## src/rtl/mem_port_arbiter.sv

```systemverilog
`default_nettype none
// ============================================================================
// Module   : mem_port_arbiter
// Brief    : Round-robin arbiter sharing one memory port between the I-side
//            (read-only) and D-side (read/write) requesters, with watchdog.
// Revision : 1.0
// ============================================================================
module mem_port_arbiter #(
    parameter int TIMEOUT = 1024
) (
    input  logic        clk,
    input  logic        rst,
    input  logic        i_read,
    input  logic [31:0] i_address,
    output logic        i_resp,
    output logic [31:0] i_rdata,
    input  logic        d_read,
    input  logic        d_write,
    input  logic [31:0] d_address,
    input  logic [31:0] d_wdata,
    input  logic [3:0]  d_wmask,
    output logic        d_resp,
    output logic [31:0] d_rdata,
    output logic        mem_read,
    output logic        mem_write,
    output logic [31:0] mem_address,
    output logic [31:0] mem_wdata,
    output logic [3:0]  mem_wmask,
    input  logic        mem_resp,
    input  logic [31:0] mem_rdata,
    output logic        err
);

    localparam int c_CNT_W = $clog2(TIMEOUT + 1);
    localparam logic [c_CNT_W-1:0] c_WD_MAX = c_CNT_W'(TIMEOUT);

    typedef enum logic [1:0] {
        S_IDLE    = 2'd0,
        S_SERVE_I = 2'd1,
        S_SERVE_D = 2'd2
    } state_t;

    state_t             r_state;
    state_t             w_state_nxt;
    logic               r_last_d;
    logic               r_mem_read;
    logic               r_mem_write;
    logic [31:0]        r_mem_address;
    logic [31:0]        r_mem_wdata;
    logic [3:0]         r_mem_wmask;
    logic [c_CNT_W-1:0] r_wd_cnt;
    logic               r_err;

    logic               w_i_req;
    logic               w_d_req;
    logic               w_grant_i;
    logic               w_grant_d;
    logic               w_serving;
    logic [c_CNT_W-1:0] w_wd_inc;

    assign w_i_req   = i_read;
    assign w_d_req   = d_read | d_write;
    assign w_serving = (r_state == S_SERVE_I) || (r_state == S_SERVE_D);
    assign w_wd_inc  = (r_wd_cnt == c_WD_MAX) ? r_wd_cnt : r_wd_cnt + c_CNT_W'(1);

    always_comb begin
        w_grant_i   = 1'b0;
        w_grant_d   = 1'b0;
        w_state_nxt = r_state;
        case (r_state)
            S_IDLE: begin
                // On a tie, the side that did not win last time goes first.
                if (w_i_req && w_d_req) begin
                    w_grant_i = r_last_d;
                    w_grant_d = ~r_last_d;
                end else begin
                    w_grant_i = w_i_req;
                    w_grant_d = w_d_req;
                end
                if (w_grant_i) begin
                    w_state_nxt = S_SERVE_I;
                end else if (w_grant_d) begin
                    w_state_nxt = S_SERVE_D;
                end
            end
            S_SERVE_I, S_SERVE_D: begin
                if (mem_resp) begin
                    w_state_nxt = S_IDLE;
                end
            end
            default: w_state_nxt = S_IDLE;
        endcase
    end

    always_ff @(posedge clk) begin
        if (rst) begin
            r_state       <= S_IDLE;
            r_last_d      <= 1'b1;
            r_mem_read    <= 1'b0;
            r_mem_write   <= 1'b0;
            r_mem_address <= '0;
            r_mem_wdata   <= '0;
            r_mem_wmask   <= '0;
            r_wd_cnt      <= '0;
            r_err         <= 1'b0;
        end else begin
            r_state <= w_state_nxt;
            if (w_grant_i) begin
                r_mem_read    <= 1'b1;
                r_mem_write   <= 1'b0;
                r_mem_address <= i_address;
                r_mem_wdata   <= '0;
                r_mem_wmask   <= '0;
                r_last_d      <= 1'b0;
                r_wd_cnt      <= '0;
            end else if (w_grant_d) begin
                // An illegal read+write request is served as a read.
                r_mem_read    <= d_read;
                r_mem_write   <= d_write & ~d_read;
                r_mem_address <= d_address;
                r_mem_wdata   <= d_wdata;
                r_mem_wmask   <= d_wmask;
                r_last_d      <= 1'b1;
                r_wd_cnt      <= '0;
            end else if (w_serving) begin
                if (mem_resp) begin
                    r_mem_read  <= 1'b0;
                    r_mem_write <= 1'b0;
                end else begin
                    r_wd_cnt <= w_wd_inc;
                    if (w_wd_inc == c_WD_MAX) begin
                        r_err <= 1'b1;
                    end
                end
            end
        end
    end

    assign i_resp      = (r_state == S_SERVE_I) && mem_resp;
    assign d_resp      = (r_state == S_SERVE_D) && mem_resp;
    assign i_rdata     = (r_state == S_SERVE_I) ? mem_rdata : '0;
    assign d_rdata     = (r_state == S_SERVE_D) ? mem_rdata : '0;
    assign mem_read    = r_mem_read;
    assign mem_write   = r_mem_write;
    assign mem_address = r_mem_address;
    assign mem_wdata   = r_mem_wdata;
    assign mem_wmask   = r_mem_wmask;
    assign err         = r_err;

endmodule
`default_nettype wire

```

## config.mk

```make
export PLATFORM = sky130hd
export DESIGN_NAME = mem_port_arbiter
export DESIGN_NICKNAME = d
export VERILOG_FILES = /design/src/rtl/mem_port_arbiter.sv
export SDC_FILE = /design/constraint.sdc
export NUM_CORES = 1
export LEC_CHECK = 0
export CAP_MARGIN = 20
export CORE_MARGIN = 2
export CORE_UTILIZATION = 38
export CTS_CLUSTER_SIZE = 10
export DETAILED_ROUTE_END_ITERATION = 16
export PLACE_DENSITY_LB_ADDON = 0.15
export SYNTH_ARGS = -nofsm -noshare
export SYNTH_HDL_FRONTEND = slang
export SYNTH_SLANG_ARGS = --single-unit
```

## constraint.sdc

```tcl
create_clock -name clk -period 3.3 [get_ports clk]
set_clock_uncertainty 0.15 [all_clocks]
set_input_delay 0.33 -clock clk [delete_from_list [all_inputs] [get_ports clk]]
set_output_delay 0.33 -clock clk [all_outputs]
set_load 0.05 [all_outputs]
```

==> flow_summary.yaml, run 1 <==
outcome:
  status: "finished clean"
power_and_ir_drop:
  p_per_area_nw_per_um2: 507
  seqPwrFrac_pct: 33.5
  p_total_uw: 3590
  switchingPower_uw: 1480
  ir_drop_mv: 0.355
  power.leakage_uw: 0.00258
  pwr-share-clk_pct: 21.6
  combPwrFrac_pct: 44.9
  internal_power_uw: 2100
  netSwitchingFraction_pct: 41.3
clock_network:
  cts.sinks: 85
  cts-root-buf: "clkbuf_8"
  cts-htree-levels: 3
  cts_buffer_depth: 2
  cts_resized: 0
  cts_setup_buffers: 0
  holdBufCountCts: 0
  clock_latency_ps: 360
  cts_tree: "done"
  clk_pin_slew_ps: 80
  cts_inserted_buffers: 9
yosys:
  yosys_warnings: 0
  synth_compound_area_share_pct: 15.7
  synth_xor_area_share_pct: 2.19
  yosys.area.top_type: "dfxtp_1"
  synthSimpleGateAreaFrac_pct: 32.8
  ys_ff_latch: 85
  synthDistinctLibCells: 37
  yosys.area.top_type_share_pct: 42.5
  synth_area_leaders: "dfxtp_1, nand2_1, and2_1"
  synth_top_family_by_area: "simple AND/OR/NAND/NOR gates"
  synth_mux_area_share_pct: 0.500
  syn_nets: 674
  syn_area_um2: 4010
  synth_adder_area_share_pct: 1.56
  synth_cells: 531
  syn_avg_cell_area_um2: 7.54
  yosysSeqAreaShare_pct: 42.5
routing:
  wl_mm: 14.1
  antenna_left: 0
  wire_per_inst_um: 15.2
  drtIter0Drc: 223
  via_per_inst: 4.96
  vias: 4601
  first_pass_iters: 5
  drc: 0
sta:
  slew_headroom_pct: 46.8
  period_needed_ps: 2960
  setup_viol: 0
  fmax_mhz: 337
  setup-tns-final_ps: 0
  rsz0062_at_grt: "no"
  worst_pin_slew_ps: 797
  fin_crit_sh_pct: 89.8
  hold_viol_final: 0
  worst_hold_slack_ps: 308
  fin_ws_ps: 335
  drv_slew: 0
placed_design:
  place_hpwl_mm: 10.7
  gp_congestion: 0.808
  portBuffers: 274
  pre_cts_slack_ps: 706
floorplanning:
  start_util_pct: 39.0
  die_x_um: 107
  die_area_um2: 11400
  core-area_um2: 10300
  rows: 37
  pin_count: 275
  fp.dieH_um: 107
global_route:
  grt_pass1_wl_mm: 21.9
  grt_pass1_vias: 4499
  grt_max_degree: 68
  grt_overflow: 0
  antenna_found_initial: 3
  grt_usage_pct: 24.3
setup_path:
  crit_path_end_kind: "output port"
  critPathKind: "reg2out"
  startpoint_type: "flip-flop"
  worst_ep_required_time_ps: 2820
  worstPathMaxFanout: 33
  arrival_ps: 2480
job:
  maxCapViolCount: 0
hold_path:
  hold_path.class: "reg2reg"
finish:
  fillers: 900
  drive_gt1_share_pct: 4.06
  area_delta_synth_final_pct: 76.7
  nets: 927
flip-flops by register name, indices dropped and copies added, names as in the netlist:
name / cells
mem_address: 32
mem_wdata: 32
r_wd_cnt: 11
mem_wmask: 4
r_state: 2
err: 1
mem_read: 1
mem_write: 1
r_last_d: 1
logic make-up (layout without fill, tap and decap cells):
group	count (synthesis)	count (layout)
adders and majority gates	5	5
AOI/OAI and AO/OA	92	92
DFF	85	85
muxes	2	2
buffers and inverters	50	308
xor gates and xnor gates	10	10
other	0	3
and+or+nand+nor	287	287
synthesized netlist by cell type:
library cell / instances
nand4_1: 5
or3_4: 1
a31oi_1: 4
a41oi_1: 2
inv_1: 8
nor3_1: 4
a21oi_1: 40
or3_1: 2
a21boi_1: 1
and2_1: 66
o211ai_1: 1
and3_1: 1
a311oi_1: 33
a211oi_1: 1
nor2_1: 51
nand2b_1: 3
nor4b_2: 1
buf_1: 4
buf_2: 2
dfxtp_1: 85
nand2_1: 143
and2b_1: 1
o2bb2ai_1: 1
o21bai_1: 1
or2_2: 2
and4_1: 1
xor2_1: 8
o21ai_0: 4
nand3_1: 6
a22oi_1: 1
ha_1: 5
mux2i_1: 2
clkbuf_1: 36
o22ai_2: 1
o32ai_1: 1
a311o_1: 1
xnor2_1: 2
metal layers:
layer | part of all wire [%] | vias to the layer above | GRT usage (%)
li1 | - | 2274 | -
met1 | 36 | 2110 | 23.9
met5 | 0 | - | 0
met4 | 2.4 | 0 | 11.5
met2 | 53 | 197 | 45.6
met3 | 9.1 | 20 | 8.15
critical path: stages (launching register included):
cell and delay (ps):
dfxtp_1 330, inv_1 80, ha_1 670, and2_1 230, clkdlybuf4s50_1 810
final cells by class:
class                           count  area (um^2)  area share (%)
Sequential cell                    85         1700            24.0
Clock inverter                      6         68.8           0.972
Antenna cell                        3         7.51           0.106
Inverter                            8         30.0           0.424
Clock buffer                       10          138            1.94
Multi-Input combinational cell    396         2120            30.0
Tap cell                          136          170            2.40
Timing Repair Buffer              284         2840            40.1
worst paths after layout:
kind,cells after the start,slack (ps),startpoint,to
worst max register to register,7,1040,r_state[0],err
worst max-delay path,4,340,r_state[1],i_rdata[11]
worst min-delay path,2,310,mem_wdata[23],mem_wdata[23]
worst min register to register,2,310,mem_wdata[23],mem_wdata[23]
per-stage QoR:
step                cell area (um^2)  std cells  util [%]
floorplan                       4010        531         -
detailed placement              6870        909      66.8
finish                          7080        928      68.9
global route                    7080        928      68.9
global placement                6870        909      66.8
CTS                             7070        925      68.8
cell usage in the layout (no fill, tap or decap), types with 2 or more instances in the layout:
cell,Yosys,final
nor2_1,51,50
inv_6,0,3
nand4_1,5,5
inv_1,8,8
clkbuf_8,0,10
a311oi_1,33,33
nand2_1,143,143
and2_1,66,66
ha_1,5,5
or3_1,2,2
xor2_1,8,8
mux2i_1,2,2
buf_12,0,2
xnor2_1,2,2
nor3_1,4,4
clkdlybuf4s50_1,0,274
a41oi_1,2,2
a31oi_1,4,4
buf_4,0,8
nand2b_1,3,3
o21ai_0,4,4
or2_2,2,2
nand3_1,6,6
diode_2,0,3
a21oi_1,40,40
dfxtp_1,85,85
power by group through the flow:
stage / clock, uW / combinational [uW] / sequential (uW)
after floorplan: 0 / 621 / 1590
after global placement: 0 / 1600 / 1220
after detailed placement: 0 / 1620 / 1220
after CTS: 782 / 1620 / 1200
after global routing: 822 / 1710 / 1210
final: 775 / 1610 / 1200
Note: power is estimated with default switching activity, not from simulation.
==> inputs of run 2 (changes only) <==
- SLEW_MARGIN: not set -> 20
==> results of run 2 <==
Same layout as run 1: the final DEF is identical, and so are final timing and power.
